## config.mk

```make
export PLATFORM = sky130hd
export DESIGN_NAME = text_console_ctrl_flat
export DESIGN_NICKNAME = d
export VERILOG_FILES = /design/src/rtl/text_console_ctrl_pkg.sv /design/src/rtl/text_console_ctrl_if.sv /design/src/rtl/text_console_ctrl_cell_walker.sv /design/src/rtl/text_console_ctrl.sv /design/src/flat_wrapper.sv
export SDC_FILE = /design/constraint.sdc
export NUM_CORES = 1
export LEC_CHECK = 0
export BUFFER_PORTS_ARGS = -buffer_cell sky130_fd_sc_hd__buf_2
export CORE_MARGIN = 3
export CORE_UTILIZATION = 41
export CTS_BUF_LIST = sky130_fd_sc_hd__clkbuf_16
export DETAILED_ROUTE_END_ITERATION = 8
export PLACE_DENSITY = 0.67
export SYNTH_ARGS = -nofsm -noshare
export SYNTH_HDL_FRONTEND = slang
export SYNTH_SLANG_ARGS = --single-unit
```

## constraint.sdc

```tcl
create_clock -name clk -period 2.6 [get_ports clk]
set_input_delay 0 -clock clk [delete_from_list [all_inputs] [get_ports clk]]
set_output_delay 0 -clock clk [all_outputs]
set_load 0.03 [all_outputs]
```

## src/rtl/text_console_ctrl_pkg.sv

```systemverilog
// Shared definitions for the text console write sequencer: controller states,
// ASCII control codes and the {row,col} buffer address packing.
package text_console_pkg;

    typedef enum logic [2:0] {
        ST_INIT,
        ST_IDLE,
        ST_WRITE,
        ST_SCROLL,
        ST_CLEAR_ROW
    } state_t;

    localparam logic [7:0] SPACE = 8'h20;
    localparam logic [7:0] LF    = 8'h0A;
    localparam logic [7:0] CR    = 8'h0D;
    localparam logic [7:0] BS    = 8'h08;

    // Buffer address: row in the upper 5 bits, column in the lower 7 bits.
    function automatic logic [11:0] pack_addr(input logic [4:0] row, input logic [6:0] col);
        return {row, col};
    endfunction

endpackage

```

## src/rtl/text_console_ctrl_if.sv

```systemverilog
// Character input handshake plus the text buffer read/write port.
// The controller uses the master view; the byte source and buffer use slave.
interface text_console_ctrl_if;
    logic        char_valid;
    logic [7:0]  char_data;
    logic        char_ready;
    logic        mem_we;
    logic [11:0] mem_waddr;
    logic [7:0]  mem_wdata;
    logic [11:0] mem_raddr;
    logic [7:0]  mem_rdata;

    modport master (
        input  char_valid, char_data, mem_rdata,
        output char_ready, mem_we, mem_waddr, mem_wdata, mem_raddr
    );

    modport slave (
        output char_valid, char_data, mem_rdata,
        input  char_ready, mem_we, mem_waddr, mem_wdata, mem_raddr
    );
endinterface

```

## src/rtl/text_console_ctrl_cell_walker.sv

```systemverilog
// Row/column sweep counter. After start it visits every column of each row
// from start_row to end_row (inclusive), one cell per cycle, then goes idle
// holding the last cell. A new start on the last cell chains sweeps with no gap.
module console_cell_walker #(
    parameter int COLS        = 70,
    parameter int ROWS        = 30,
    parameter bit INIT_ACTIVE = 1'b0
) (
    input  logic       clk,
    input  logic       rst,
    input  logic       start,
    input  logic [4:0] start_row,
    input  logic [4:0] end_row,
    output logic [4:0] row,
    output logic [6:0] col,
    output logic       active,
    output logic       last
);

    localparam logic [6:0] COL_MAX = 7'(COLS - 1);
    localparam logic [4:0] ROW_MAX = 5'(ROWS - 1);

    logic [4:0] end_q;

    // Sweep position; on reset optionally begins a full-screen sweep at {0,0}.
    always_ff @(posedge clk or posedge rst) begin
        if (rst) begin
            row    <= '0;
            col    <= '0;
            end_q  <= ROW_MAX;
            active <= INIT_ACTIVE;
        end else if (start) begin
            row    <= start_row;
            col    <= '0;
            end_q  <= end_row;
            active <= 1'b1;
        end else if (active) begin
            if (col == COL_MAX) begin
                if (row == end_q) begin
                    active <= 1'b0;
                end else begin
                    col <= '0;
                    row <= row + 5'd1;
                end
            end else begin
                col <= col + 7'd1;
            end
        end
    end

    assign last = active && (col == COL_MAX) && (row == end_q);

endmodule

```

## src/rtl/text_console_ctrl.sv

```systemverilog
// Text console write sequencer: consumes ASCII bytes, keeps the cursor,
// writes characters into the text buffer and scrolls it up when the cursor
// runs past the last row. Buffer writes are issued one cycle after the
// decision that produces them.
module text_console_ctrl
    import text_console_pkg::*;
#(
    parameter int COLS           = 70,
    parameter int ROWS           = 30,
    parameter int CLEAR_ON_RESET = 1
) (
    input  logic                clk,
    input  logic                rst,
    text_console_ctrl_if.master bus,
    output logic [4:0]          cursor_row,
    output logic [6:0]          cursor_col,
    output logic                busy
);

    localparam logic [6:0] COL_MAX     = 7'(COLS - 1);
    localparam logic [4:0] ROW_MAX     = 5'(ROWS - 1);
    localparam state_t     RESET_STATE = (CLEAR_ON_RESET != 0) ? ST_INIT : ST_IDLE;

    state_t      state, state_nxt;
    logic [4:0]  row_nxt;
    logic [6:0]  col_nxt;
    logic        we_nxt, from_rd_nxt;
    logic [11:0] waddr_nxt;
    logic [7:0]  wdata_nxt;
    logic        we_q, from_rd_q;
    logic [11:0] waddr_q;
    logic [7:0]  wdata_q;

    logic        walk_start;
    logic [4:0]  walk_srow, walk_erow;
    logic [4:0]  w_row;
    logic [6:0]  w_col;
    logic        w_active, w_last;

    logic [7:0]  ch;
    logic        is_print;

    assign ch       = bus.char_data;
    assign is_print = (ch >= 8'h20) && (ch <= 8'h7E);

    console_cell_walker #(
        .COLS        (COLS),
        .ROWS        (ROWS),
        .INIT_ACTIVE (CLEAR_ON_RESET != 0)
    ) u_walker (
        .clk       (clk),
        .rst       (rst),
        .start     (walk_start),
        .start_row (walk_srow),
        .end_row   (walk_erow),
        .row       (w_row),
        .col       (w_col),
        .active    (w_active),
        .last      (w_last)
    );

    // Controller state register.
    always_ff @(posedge clk or posedge rst) begin
        if (rst) begin
            state <= RESET_STATE;
        end else begin
            state <= state_nxt;
        end
    end

    // Next state, cursor movement, sweep control and the write to issue next cycle.
    always_comb begin
        state_nxt   = state;
        row_nxt     = cursor_row;
        col_nxt     = cursor_col;
        we_nxt      = 1'b0;
        from_rd_nxt = 1'b0;
        waddr_nxt   = waddr_q;
        wdata_nxt   = wdata_q;
        walk_start  = 1'b0;
        walk_srow   = ROW_MAX;
        walk_erow   = ROW_MAX;

        case (state)
            ST_INIT: begin
                if (w_active) begin
                    we_nxt    = 1'b1;
                    waddr_nxt = pack_addr(w_row, w_col);
                    wdata_nxt = SPACE;
                end else begin
                    state_nxt = ST_IDLE;
                end
            end

            ST_IDLE: begin
                if (bus.char_valid) begin
                    if (is_print || ch == LF || ch == CR) begin
                        if (is_print) begin
                            we_nxt    = 1'b1;
                            waddr_nxt = pack_addr(cursor_row, cursor_col);
                            wdata_nxt = ch;
                        end
                        state_nxt = ST_WRITE;
                        if (is_print && cursor_col != COL_MAX) begin
                            col_nxt = cursor_col + 7'd1;
                        end else begin
                            col_nxt = '0;
                            if (cursor_row == ROW_MAX) begin
                                // Cursor ran off the bottom: copy rows 1..ROWS-1 up by one.
                                state_nxt  = ST_SCROLL;
                                walk_start = 1'b1;
                                walk_srow  = 5'd1;
                                walk_erow  = ROW_MAX;
                            end else begin
                                row_nxt = cursor_row + 5'd1;
                            end
                        end
                    end else if (ch == BS) begin
                        if (cursor_col != 7'd0) begin
                            col_nxt   = cursor_col - 7'd1;
                            we_nxt    = 1'b1;
                            waddr_nxt = pack_addr(cursor_row, cursor_col - 7'd1);
                            wdata_nxt = SPACE;
                            state_nxt = ST_WRITE;
                        end else if (cursor_row != 5'd0) begin
                            row_nxt   = cursor_row - 5'd1;
                            col_nxt   = COL_MAX;
                            we_nxt    = 1'b1;
                            waddr_nxt = pack_addr(cursor_row - 5'd1, COL_MAX);
                            wdata_nxt = SPACE;
                            state_nxt = ST_WRITE;
                        end
                    end
                end
            end

            ST_WRITE: begin
                state_nxt = ST_IDLE;
            end

            ST_SCROLL: begin
                // The walker drives the read row; the data lands one row higher a cycle later.
                if (w_active) begin
                    we_nxt      = 1'b1;
                    from_rd_nxt = 1'b1;
                    waddr_nxt   = pack_addr(w_row - 5'd1, w_col);
                    if (w_last) begin
                        state_nxt  = ST_CLEAR_ROW;
                        walk_start = 1'b1;
                        walk_srow  = ROW_MAX;
                        walk_erow  = ROW_MAX;
                    end
                end else begin
                    state_nxt = ST_IDLE;
                end
            end

            ST_CLEAR_ROW: begin
                if (w_active) begin
                    we_nxt    = 1'b1;
                    waddr_nxt = pack_addr(w_row, w_col);
                    wdata_nxt = SPACE;
                end else begin
                    state_nxt = ST_IDLE;
                end
            end

            default: begin
                state_nxt = ST_IDLE;
            end
        endcase
    end

    // Registered write port; reset kills any write in flight immediately.
    always_ff @(posedge clk or posedge rst) begin
        if (rst) begin
            we_q      <= 1'b0;
            from_rd_q <= 1'b0;
            waddr_q   <= '0;
            wdata_q   <= '0;
        end else begin
            we_q      <= we_nxt;
            from_rd_q <= from_rd_nxt;
            waddr_q   <= waddr_nxt;
            wdata_q   <= wdata_nxt;
        end
    end

    // Cursor position.
    always_ff @(posedge clk or posedge rst) begin
        if (rst) begin
            cursor_row <= '0;
            cursor_col <= '0;
        end else begin
            cursor_row <= row_nxt;
            cursor_col <= col_nxt;
        end
    end

    // During a scroll copy the write data is the buffer's registered read output.
    assign bus.mem_we     = we_q;
    assign bus.mem_waddr  = waddr_q;
    assign bus.mem_wdata  = from_rd_q ? bus.mem_rdata : wdata_q;
    assign bus.mem_raddr  = pack_addr(w_row, w_col);
    assign bus.char_ready = (state == ST_IDLE) && !rst;
    assign busy           = (state != ST_IDLE);

endmodule

```

## src/flat_wrapper.sv

```systemverilog
// flat-port wrapper written by rule: the top's interface ports become plain ports
module text_console_ctrl_flat import text_console_pkg::*;
#(
    parameter int COLS           = 70,
    parameter int ROWS           = 30,
    parameter int CLEAR_ON_RESET = 1
)
  (clk, rst, cursor_row, cursor_col, busy, bus_char_valid, bus_char_data, bus_mem_rdata, bus_char_ready, bus_mem_we, bus_mem_waddr, bus_mem_wdata, bus_mem_raddr);
  text_console_ctrl_if bus_i ();
  input  logic clk;
  input  logic rst;
  output logic [4:0] cursor_row;
  output logic [6:0] cursor_col;
  output logic busy;
  input wire logic [$bits(bus_i.char_valid)-1:0] bus_char_valid;
  input wire logic [$bits(bus_i.char_data)-1:0] bus_char_data;
  input wire logic [$bits(bus_i.mem_rdata)-1:0] bus_mem_rdata;
  output wire logic [$bits(bus_i.char_ready)-1:0] bus_char_ready;
  output wire logic [$bits(bus_i.mem_we)-1:0] bus_mem_we;
  output wire logic [$bits(bus_i.mem_waddr)-1:0] bus_mem_waddr;
  output wire logic [$bits(bus_i.mem_wdata)-1:0] bus_mem_wdata;
  output wire logic [$bits(bus_i.mem_raddr)-1:0] bus_mem_raddr;
  assign bus_i.char_valid = bus_char_valid;
  assign bus_i.char_data = bus_char_data;
  assign bus_i.mem_rdata = bus_mem_rdata;
  assign bus_char_ready = bus_i.char_ready;
  assign bus_mem_we = bus_i.mem_we;
  assign bus_mem_waddr = bus_i.mem_waddr;
  assign bus_mem_wdata = bus_i.mem_wdata;
  assign bus_mem_raddr = bus_i.mem_raddr;
  text_console_ctrl #(.COLS(COLS), .ROWS(ROWS), .CLEAR_ON_RESET(CLEAR_ON_RESET)) u_core (.clk(clk), .rst(rst), .bus(bus_i), .cursor_row(cursor_row), .cursor_col(cursor_col), .busy(busy));
endmodule
```

==> flow_summary_export.csv, run 1 <==
group,metric,value,unit
cells_and_area,register_area,1250,µm²
cells_and_area,fill_cells,709,
cells_and_area,multi_input_area,1840,µm²
floorplan,placementRows,31,
power_and_ir_drop,leakagePower,1.76,nW
floorplan,ios,66,
synthesis,seq_area_frac_synth,38.9,%
detailed_routing,drc_errors,0,
sta,setup_viol,0,
power_and_ir_drop,combPwrFrac,53.9,%
cells_and_area,stdcell_count,513,
global_route,antenna_found_initial,0,
placement,dp_hpwl,6040,µm
global_route,grt_max_degree,51,
global_route,grt_usage,19.2,%
detailed_routing,wirelength,8350,µm
synthesis,synth-edff-count,0,
placement,port_buffers,65,
global_route,grt_pass1_wl,13800,µm
worst_setup_path,startpoint,"u_core.cursor_col[1]",
synthesis,yosys_warnings,0,
placement,place_ws,0.149,ns
power_and_ir_drop,p_clk_share,16.1,%
worst_setup_path,r2r-start,"u_core.cursor_col[1]",
synthesis,synthFlopType,"dfrtp_1",
clock_tree,cts_setup_buffers,0,
sta,hold_violations,49,
placement,globalplace.congestion,0.917,
power_and_ir_drop,power.share.switching,46.9,%
detailed_routing,vias_per_cell,5.63,
cells_and_area,drive_gt1_share,28.0,%
power_and_ir_drop,p_switching,1.96,mW
worst_setup_path,cp-end-kind,"flop",
clock_tree,ctsLongestPathBuffers,2,
sta,fin_crit_sh,91.8,%
synthesis,synthDistinctLibCells,64,
synthesis,synthTopCellsByArea,"dfrtp_1 (38%), mux2_2 (6.3%), ha_1 (4.7%)",
clock_tree,cts_made_buffers,5,
floorplan,die_h,94.6,µm
clock_tree,cts_tree,"yes",
clock_tree,cts-root-buf,"clkbuf_16",
sta,rsz0062_at_grt,"no",
cells_and_area,layout.nets,444,
placement,dp.cells,499,
worst_setup_path,cp_max_fo,13,
sta,slew_viol_final,0,
synthesis,ys_async_sr_fraction,100,%
worst_setup_path,timing_worst_setup_path_type,"reg -> reg",
detailed_routing,drt_pass1_iterations,4,
synthesis,synthCells,341,
synthesis,synth_top_area_share,38.1,%
status,status,"finished with violations",
sta,setup_slack,0.212,ns
detailed_routing,num_vias,2890,
power_and_ir_drop,p_int,2.22,mW
synthesis,syn-num-nets,372,
sta,worst_clock_skew,0.00553,ns
synthesis,synth_top_area_cell,"dfrtp_1",
worst_setup_path,startpoint_type,"flop",
synthesis,ys_seq_elements,50,
clock_tree,htreeDepth,2,
sta,layout_min_cycle_time,2.39,ns
sta,slew_headroom,29.1,%
global_route,overflow,0,
worst_setup_path,arrival,2.57,ns
sta,worstMarginPinSlew,1.06,ns
floorplan,fp.dieW,94.6,µm
power_and_ir_drop,power,4.18,mW
sta,tns,0,ns
detailed_routing,ant_nets,0,
cells_and_area,final_util,52.0,%
detailed_routing,wl_per_cell,16.3,µm
detailed_routing,drt_iter0_drc,169,
worst_hold_path,hold_class,"in -> async",
worst_setup_path,cp_data_required_time,2.78,ns
synthesis,syn_avg_cell_area,9.43,µm²
cells_and_area,final_common_cell,"buf_2",
power_and_ir_drop,vdd_drop_max,674,µV
status,violations,"negative hold slack",
sta,timing.hold.ws,-0.0242,ns
flow_run,maxCapViolations,0,
clock_tree,numClockSinks,50,
cells_and_area,antennaDiodeCount,0,
power_and_ir_drop,p_seq_share,30.0,%
clock_tree,clk_latency,0.29,ns
cells_and_area,final_cell_mix,"buf_2 (65), dfrtp_1 (49), nor2_1 (36), nand2_1 (25)",
sta,fmax,419,MHz
floorplan,coreArea,7450,µm²
synthesis,syn-cell-area,3220,µm²
floorplan,start_util,43.2,%
power_and_ir_drop,power_density,1080,nW/µm²
global_route,grt_pass1_vias,2793,
cells_and_area,area_delta_synth_final,20.4,%
floorplan,dieArea,8940,µm²
clock_tree,cts.clk_slew.worst_paths,0.07,ns
cells in the mapped netlist, types with 3 or more instances:
| library cell | instances |
|---|---|
| dfrtp_1 | 49 |
| nor2_1 | 36 |
| nand2_1 | 25 |
| mux2_2 | 18 |
| o21ai_0 | 18 |
| a21oi_1 | 17 |
| inv_1 | 13 |
| ha_1 | 12 |
| nand4_1 | 9 |
| xor2_1 | 9 |
| a22o_1 | 7 |
| nand3_1 | 7 |
| or3_1 | 7 |
| a31oi_1 | 6 |
| and2_1 | 6 |
| buf_2 | 6 |
| clkbuf_1 | 6 |
| nor3_1 | 6 |
| xnor2_1 | 6 |
| nor3b_1 | 5 |
| and3_1 | 4 |
| o221ai_1 | 4 |
| a21o_1 | 3 |
| a22oi_1 | 3 |
| buf_4 | 3 |
| mux2i_1 | 3 |
| nand2b_1 | 3 |
| nand3b_1 | 3 |
| o22ai_1 | 3 |
| o31ai_1 | 3 |
path summary, 6_finish.rpt:
check	to	slack (ns)	cells after the start
worst min-delay path	u_core.from_rd_q	-0.02	2
worst max register to register	u_core.bus.mem_waddr[1]	0.21	8
max in group asynchronous	u_core.cursor_col[1]	1.97	2
worst max-delay path	u_core.bus.mem_waddr[1]	0.21	8
worst min register to register	u_core.wdata_q[7]	0.49	1
min in group clk	u_core.wdata_q[3]	0.01	2
area by class of cell:
| cell class | instances | area share [%] |
|---|---|---|
| tap | 99 | 3.20 |
| sequential | 50 | 32.3 |
| multi-input combinational | 262 | 47.6 |
| inverter | 13 | 1.26 |
| timing repair buffer | 81 | 11.9 |
| clock inverter | 3 | 0.517 |
| clock buffer | 5 | 3.23 |
logic make-up (layout without fill, tap and decap cells):
kind of cell    count (synthesis)  in the layout  synth area share [%]
compound gates                 88             88                  19.3
xor+xnor                       15             15                  4.08
fa+ha+maj                      12             12                  4.67
buf+inv                        29            102                  4.20
flops                          50             50                  38.9
mux                            22             22                  7.58
simple gates                  125            125                  21.3
stage by stage:
step	area [µm²]	hold slack, ns
floorplan	3220	0.112
global placement	3650	0.269
detailed placement	3650	0.262
CTS	3860	0.0115
global route	3870	0.0247
finish	3870	-0.0242
worst max-delay path, cell delays in order (launching register included):
cell,delay (ns)
dfrtp_1,0.42
inv_1,0.11
ha_1,0.21
nor3b_1,0.24
and2_1,0.31
nand3_4,0.10
o211ai_2,0.23
o2bb2ai_4,0.26
mux2_2,0.39
per-layer routing:
layer | GRT usage, % | part of all wire [%]
met1 | 26.0 | 47
met5 | 0 | 0
met3 | 3.27 | 5.3
met2 | 31.2 | 46
met4 | 6.13 | 2.2
repair_timing:
action	in CTS	in global routing
gates resized for setup	0	2
endpoints found under the setup margin	0	21
hold buffers	6	0
hold endpoints to repair	6	0
registers in the layout (all words and copies together), names as in the netlist, 3 cells and up:
register              flops
u_core.state              3
u_core.u_walker.row       5
u_core.u_walker.col       7
u_core.cursor_row         5
u_core.bus.mem_waddr     12
u_core.wdata_q            8
u_core.cursor_col         7
power groups by stage:
stage	clock [mW]	combinational (mW)	sequential [mW]
floorplan	0	1.30	1.56
global placement	0	2.18	1.26
detailed placement	0	2.21	1.27
CTS	0.681	2.23	1.26
global route	0.711	2.45	1.29
finish	0.671	2.25	1.26
No activity file was read; power rests on OpenSTA's default activity.
==> run 2: changes to the inputs <==
--- a/config.mk
+++ b/config.mk
@@ -11,6 +11,7 @@
 export CTS_BUF_LIST = sky130_fd_sc_hd__clkbuf_16
 export DETAILED_ROUTE_END_ITERATION = 8
 export PLACE_DENSITY = 0.67
+export RECOVER_POWER = 25
 export SYNTH_ARGS = -nofsm -noshare
 export SYNTH_HDL_FRONTEND = slang
 export SYNTH_SLANG_ARGS = --single-unit
==> flow_summary_export.csv, run 2 (same netlist as run 1, synthesis figures left out) <==
group,metric,value,unit
detailed_routing,wl_per_cell,16.3,µm
sta,worst_clock_skew,0.00549,ns
sta,setup_viol,0,
detailed_routing,vias_per_cell,5.63,
cells_and_area,final_util,52.0,%
detailed_routing,drc_errors,0,
floorplan,start_util,43.2,%
worst_setup_path,cp_max_fo,13,
cells_and_area,area_delta_synth_final,20.4,%
status,status,"finished with violations",
sta,hold_violations,0,
worst_setup_path,worstRegToRegCells,8,
clock_tree,ctsLongestPathBuffers,2,
detailed_routing,num_vias,2887,
sta,fin_crit_sh,91.8,%
power_and_ir_drop,power_density,1080,nW/µm²
placement,dp_hpwl,6040,µm
floorplan,dieArea,8940,µm²
detailed_routing,drt_pass1_iterations,4,
clock_tree,htreeDepth,2,
cells_and_area,fill_cells,708,
global_route,grt_pass1_vias,2793,
global_route,grt_pass1_wl,13800,µm
floorplan,ios,66,
floorplan,die_h,94.6,µm
sta,rsz0062_at_grt,"no",
placement,port_buffers,65,
sta,layout_min_cycle_time,2.39,ns
detailed_routing,wirelength,8350,µm
global_route,grt_usage,19.2,%
detailed_routing,drt_iter0_drc,169,
sta,worstMarginPinSlew,1.92,ns
sta,tns,0,ns
status,violations,"max-capacitance violations, max-slew violations",
global_route,overflow,0,
floorplan,placementRows,31,
clock_tree,cts-root-buf,"clkbuf_16",
sta,slew_viol_final,51,
worst_setup_path,startpoint_type,"flop",
floorplan,fp.dieW,94.6,µm
worst_setup_path,startpoint,"u_core.cursor_col[1]",
worst_setup_path,r2r_end,"u_core.bus.mem_waddr[1]",
worst_setup_path,timing_worst_setup_path_type,"reg -> reg",
worst_setup_path,cp-end-kind,"flop",
sta,fmax,419,MHz
flow_run,maxCapViolations,1,
cells_and_area,layout.nets,444,
worst_setup_path,cp_data_required_time,2.78,ns
cells_and_area,final_cell_area,3870,µm²
detailed_routing,ant_nets,0,
detailed_routing,wl_met1,3900,µm
sta,slew_headroom,-28.1,%
cells_and_area,antennaDiodeCount,0,
worst_setup_path,rrSetupSlack,0.21,ns
cells_and_area,final_cell_mix,"buf_2 (64), dfrtp_1 (49), nor2_1 (36), nand2_1 (25)",
worst_setup_path,arrival,2.57,ns
clock_tree,cts_tree,"yes",
sta,timing.hold.ws,0.00972,ns
global_route,antenna_found_initial,0,
worst_setup_path,critPathCapture,"u_core.bus.mem_waddr[1]",
detailed_routing,highest_layer,"met4",
worst_hold_path,hold_class,"in -> reg",
cells_and_area,drive_gt1_share,27.5,%
detailed_routing,dr_wl_met2,3810,µm
power_and_ir_drop,vdd_drop_max,674,µV
floorplan,coreArea,7450,µm²
clock_tree,numClockSinks,50,
detailed_routing,met3_wirelength,444,µm
clock_tree,clk_latency,0.29,ns
clock_tree,cts_setup_buffers,0,
cells_and_area,largest_register_ffs,12,
worst_setup_path,r2r-start,"u_core.cursor_col[1]",
power_and_ir_drop,leakagePower,1.76,nW
cells_and_area,final_common_cell,"buf_2",
placement,postPlaceCellArea,3650,µm²
global_route,grt_max_degree,51,
placement,globalplace.congestion,0.917,
clock_tree,cts.clk_slew.worst_paths,0.07,ns
clock_tree,cts_made_buffers,5,
[run 2: cell count changes in the layout (fill, tap and decap cells not counted)]
cell,delta
clkbuf_1,+1
inv_1,+1
inv_2,-1
buf_2,-1
[run 2: layer usage]
metal  up-vias  track usage (%)
met5         -                0
met4         0             6.13
met3        16             3.27
met2        85             31.2
met1      1398             26.0
li1       1388                -
[run 2: cell type report]
type                            instances  area [µm²]  share of cell area (%)
Inverter                               13        48.8                    1.26
Sequential cell                        50        1250                    32.3
Timing Repair Buffer                   81         459                    11.9
Multi-Input combinational cell        262        1840                    47.6
Tap cell                               99         124                    3.20
Clock inverter                          3        20.0                   0.517
Clock buffer                            5         125                    3.23
[run 2: worst min path at each step]
stage                        end             start  slack, ns  cells past startpoint
2_1_floorplan     bus_char_ready               rst       0.11                      1
3_3_place_gp   u_core.wdata_q[1]  bus_char_data[1]       0.27                      2
3_5_place_dp   u_core.wdata_q[1]  bus_char_data[1]       0.26                      2
4_1_cts        u_core.wdata_q[3]  bus_char_data[3]       0.01                      2
5_1_grt        u_core.wdata_q[3]  bus_char_data[3]       0.02                      2
6_report       u_core.wdata_q[3]  bus_char_data[3]       0.01                      2
[run 2: metrics by stage]
step	worst slack [ns]	instances	total power, mW
after floorplan	0.193	341	2.86
after global placement	0.222	499	3.45
after detailed placement	0.149	499	3.48
after CTS	0.138	513	4.17
after global routing	0.0494	513	4.45
final	0.212	513	4.18
[run 2: power breakdown]
group          internal [mW]  switching [mW]
Sequential              1.01           0.244
Clock                  0.358           0.313
Combinational          0.849            1.40
[run 2: worst max-delay path, cell delays in order, from the launching register on]
cell and delay (ns):
dfrtp_1 0.42, inv_1 0.11, ha_1 0.21, nor3b_1 0.24
and2_1 0.31, nand3_4 0.10, o211ai_2 0.23, o2bb2ai_4 0.26
mux2_2 0.39
[run 2: what timing repair did]
action	CTS	global route
hold buffers	6	0
gates resized for setup	0	2
endpoints found under the setup margin	0	21
endpoints found under the hold margin	6	0
